### config.mk
export PLATFORM = sky130hd
export DESIGN_NAME = mux4_rr_arbiter
export DESIGN_NICKNAME = d
export VERILOG_FILES = /design/src/rtl/mux4_rr_arbiter.sv
export SDC_FILE = /design/constraint.sdc
export NUM_CORES = 1
export LEC_CHECK = 0
export CAP_MARGIN = 30
export CORE_AREA = 2 2 39 41
export DETAILED_ROUTE_END_ITERATION = 16
export DIE_AREA = 0 0 41 43
export PLACE_DENSITY = 0.73
export SLEW_MARGIN = 10
export SYNTH_ARGS = -nofsm -noshare
export SYNTH_HDL_FRONTEND = slang
export SYNTH_SLANG_ARGS = --single-unit
### constraint.sdc
create_clock -name clk -period 1.5 [get_ports clk]
set_input_delay 0.3 -clock clk [delete_from_list [all_inputs] [get_ports clk]]
set_output_delay 0.3 -clock clk [all_outputs]
set_load 0.05 [all_outputs]
### src/rtl/mux4_rr_arbiter.sv
// Round-robin arbiter that shares the 4:1 mux between four requesters.
// Ports: clk, rst_n (async low) | req[3:0], done | gnt[3:0], s0, s1, busy, timeout.
// Optional hold-time watchdog enabled by defining ARB_TIMEOUT_EN.
module mux4_rr_arbiter #(
  parameter int MAX_HOLD = 16,
  parameter int CNT_W    = 8
) (
  input  logic       clk,
  input  logic       rst_n,
  input  logic [3:0] req,
  input  logic       done,
  output logic [3:0] gnt,
  output logic       s0,
  output logic       s1,
  output logic       busy,
  output logic       timeout
);

  typedef enum logic {
    IDLE  = 1'b0,
    GRANT = 1'b1
  } state_e;

  if (MAX_HOLD < 1 || MAX_HOLD > 255 ||
      MAX_HOLD > (1 << CNT_W) - 1) begin : g_bad_param
    $error("mux4_rr_arbiter: illegal MAX_HOLD/CNT_W");
  end

  state_e     state_q, state_d;
  logic [3:0] gnt_q, gnt_d;
  logic [1:0] sel_q, sel_d;
  logic [1:0] ptr_q, ptr_d;
  logic [1:0] pick;
  logic       pick_vld;
  logic       rel;

`ifdef ARB_TIMEOUT_EN
  logic [CNT_W-1:0] cnt_q, cnt_d;
  logic             to_q, to_d;
`endif

  // Search starts just after the last owner, so it ends up lowest.
  always_comb begin
    pick_vld = 1'b0;
    pick     = ptr_q;
    for (int i = 1; i <= 4; i++) begin
      if (!pick_vld && req[ptr_q + 2'(i)]) begin
        pick_vld = 1'b1;
        pick     = ptr_q + 2'(i);
      end
    end
  end

  assign rel = done | ~req[sel_q];

  always_comb begin
    state_d = state_q;
    gnt_d   = gnt_q;
    sel_d   = sel_q;
    ptr_d   = ptr_q;
`ifdef ARB_TIMEOUT_EN
    cnt_d   = cnt_q;
    to_d    = 1'b0;
`endif
    unique case (state_q)
      IDLE: begin
        gnt_d = 4'b0000;
        if (pick_vld) begin
          state_d = GRANT;
          gnt_d   = 4'b0001 << pick;
          sel_d   = pick;
          ptr_d   = pick;
`ifdef ARB_TIMEOUT_EN
          cnt_d   = '0;
`endif
        end
      end
      GRANT: begin
        if (rel) begin
          state_d = IDLE;
          gnt_d   = 4'b0000;
`ifdef ARB_TIMEOUT_EN
        end else if (cnt_q == CNT_W'(MAX_HOLD - 1)) begin
          state_d = IDLE;
          gnt_d   = 4'b0000;
          to_d    = 1'b1;
        end else begin
          cnt_d   = cnt_q + 1'b1;
`endif
        end
      end
      default: state_d = IDLE;
    endcase
  end

  always_ff @(posedge clk or negedge rst_n) begin
    if (!rst_n) begin
      state_q <= IDLE;
      gnt_q   <= 4'b0000;
      sel_q   <= 2'b00;
      ptr_q   <= 2'd3;
    end else begin
      state_q <= state_d;
      gnt_q   <= gnt_d;
      sel_q   <= sel_d;
      ptr_q   <= ptr_d;
    end
  end

`ifdef ARB_TIMEOUT_EN
  always_ff @(posedge clk or negedge rst_n) begin
    if (!rst_n) begin
      cnt_q <= '0;
      to_q  <= 1'b0;
    end else begin
      cnt_q <= cnt_d;
      to_q  <= to_d;
    end
  end

  assign timeout = to_q;
`else
  assign timeout = 1'b0;
`endif

  assign gnt  = gnt_q;
  assign s0   = sel_q[0];
  assign s1   = sel_q[1];
  assign busy = (state_q == GRANT);

endmodule
==> out/results.ini <==
[global_route]
grt_overflow=0
antenna_found_initial=0
track_usage_pct=15.8
grt_max_degree=10
grt_pass1_wl_microns=1890
grt_pass1_vias=462

[power]
pwr-share-comb_pct=62.4
finalPower_mw=2.01
clock_power_share_pct=9.1
switching_share_pct=44.7
p_per_area_mw_per_mm2=2430
ir_drop_mv=1.18
cellInternalPower_mw=1.11
p_leak_nw=0.380
switchingPower_mw=0.900
p_seq_share_pct=28.4

[cells_and_area]
antenna-diode-count=0
final_cell_mix=buf_12, buf_4, dfrtp_1
area_growth_pct=71.2
nets=76
drive_above_1_share_pct=48.5
nFillCells=122

[timing]
finalHoldViolations=0
min_period_ps=1470
rsz0062_at_grt=true
finalSetupViolCount=0
finClkSkew_ps=1.31
maxSlewViolCount=0
timing.final.crit_share_pct=97.9
clock.fmax_ghz=0.681
worst_slack_ps=31.5

[critical_path]
arrival_ps=1650
setup.worst_path.class=reg -> reg
cp-startpoint=ptr_q[0]
cp_max_fo=4
required_ps=1680
cp-end-kind=flop
rrSetupSlack_ps=30
setup.worst_path.start_class=flop
r2r-start=ptr_q[0]

[cts]
cts-buffers-inserted=3
cts_tree=built
ctsHoldBuffers=0
clk_pin_slew_worst_paths_ps=60
insertion_delay_ps=260
clockRootBuffer=clkbuf_4
cts_sinks=9
cts-htree-levels=1
clockBufferDepth=2

[yosys]
syn_area_per_cell_sq_um=10.7
synthArstFlopShare_pct=100
synth_warnings=0
syn-cell-area_sq_um=483
syn-num-nets=52
synth.distinct_cells=24
synth_cells=45
ys_seq_area_share_pct=47.2
synth-seq-cells=9
synth_enable_flop_cells=0
synth-main-ff-cell=dfrtp_1

[floorplanning]
initial_utilization_pct=34.9
die_x_microns=41
dieArea_sq_mm=0.00176
rows=14
die_height_microns=43
io_pins=15
core-area_sq_mm=0.00138

[placed_design]
dpl_worst_slack_ps=-328
portBuffers=13
globalplace.congestion=0.749

[run]
maxCapViolations=0

[hold_path]
hold_class=in -> async

[outcome]
status=finished, final reports clean

[detailed_routing]
viasPerCell=5.21
avgRoutedWirePerCell_microns=14.4
drt-initial-drc-count=2
drc_errors=0
drt_first_pass_iters=2
via_count=438
wirelength_microns=1210
antenna_left=0

## cell type report
cell class / instances / area, sq um / area share, %
multi-input cells: 32 / 282 / 34.0
clock buffers: 4 / 26.3 / 3.18
repair buffers: 20 / 259 / 31.3
flip-flops and latches: 9 / 229 / 27.7
well taps: 16 / 20.0 / 2.42
inverters: 3 / 11.3 / 1.36
## timing repair
action / in CTS / in global routing
gates resized for setup: 4 / 8
buffers inserted: 0 / 1
pin swaps: 1 / 3
endpoints found under the setup margin: 6 / 6
## worst paths after layout
| path | cells after the start | endpoint |
|---|---|---|
| worst max-delay path | 5 | gnt[2] |
| worst min-delay path | 1 | gnt[2] |
| worst max register to register | 5 | gnt[2] |
| worst min register to register | 1 | gnt[3] |
| max in group asynchronous | 1 | ptr_q[0] |
| min in group clk | 1 | gnt[3] |
## synth_stat cells, drive strengths merged (2+ instances only)
cell	n	area share (%)
a32o	2	4.1
o2bb2ai	2	3.6
or2	2	2.6
dfrtp	7	36
inv	3	2.3
nand2b	3	3.9
nor2	4	3.6
dfstp	2	11
a21oi	3	3.1
o21ai	5	5.2
## through the flow
| step | area (sq um) | utilization [%] | hold WS, ps | TNS, ps | cells |
|---|---|---|---|---|---|
| after floorplan | 489 | - | 4.41 | 0 | 45 |
| after global placement | 747 | 54.0 | 518 | -2130 | 79 |
| after detailed placement | 747 | 54.0 | 543 | -2320 | 79 |
| after CTS | 785 | 56.7 | 345 | -9.95 | 83 |
| after global routing | 827 | 59.8 | 379 | -23.4 | 84 |
| final | 827 | 59.8 | 339 | 0 | 84 |
## routing by layer
layer	vias to the layer above	share of wire, %	global-route usage [%]
met4	0	0	6.00
met3	0	4.9	3.14
met2	12	53	25.0
li1	212	-	-
met5	-	0	0
met1	214	42	20.4
## kinds of logic after synthesis
family,synth area share [%]
other,0.776
multiplexers,2.07
flip-flops,47.2
buffers and inverters,3.89
AO/OA/AOI/OAI,32.6
AND/OR/NAND/NOR,13.5
## registers in the layout (all words and copies together) (netlist names)
name and flops:
gnt 4, ptr_q 2, busy 1, sel_q 2
## critical path, cell delays in order (launching register included)
cell and delay, ps:
dfstp_2 560, nand2b_4 130, o21ai_2 60, a221o_1 360
buf_4 150, o2bb2ai_2 130
## power groups by stage
stage,logic (mW),clock network [mW],registers (mW)
floorplan,0.341,0,0.816
detailed placement,1.19,0,0.565
finish,1.26,0.184,0.572
global placement,1.16,0,0.559
global route,1.33,0.203,0.590
CTS,1.21,0.188,0.570
Power figures use the tool's default switching activity.
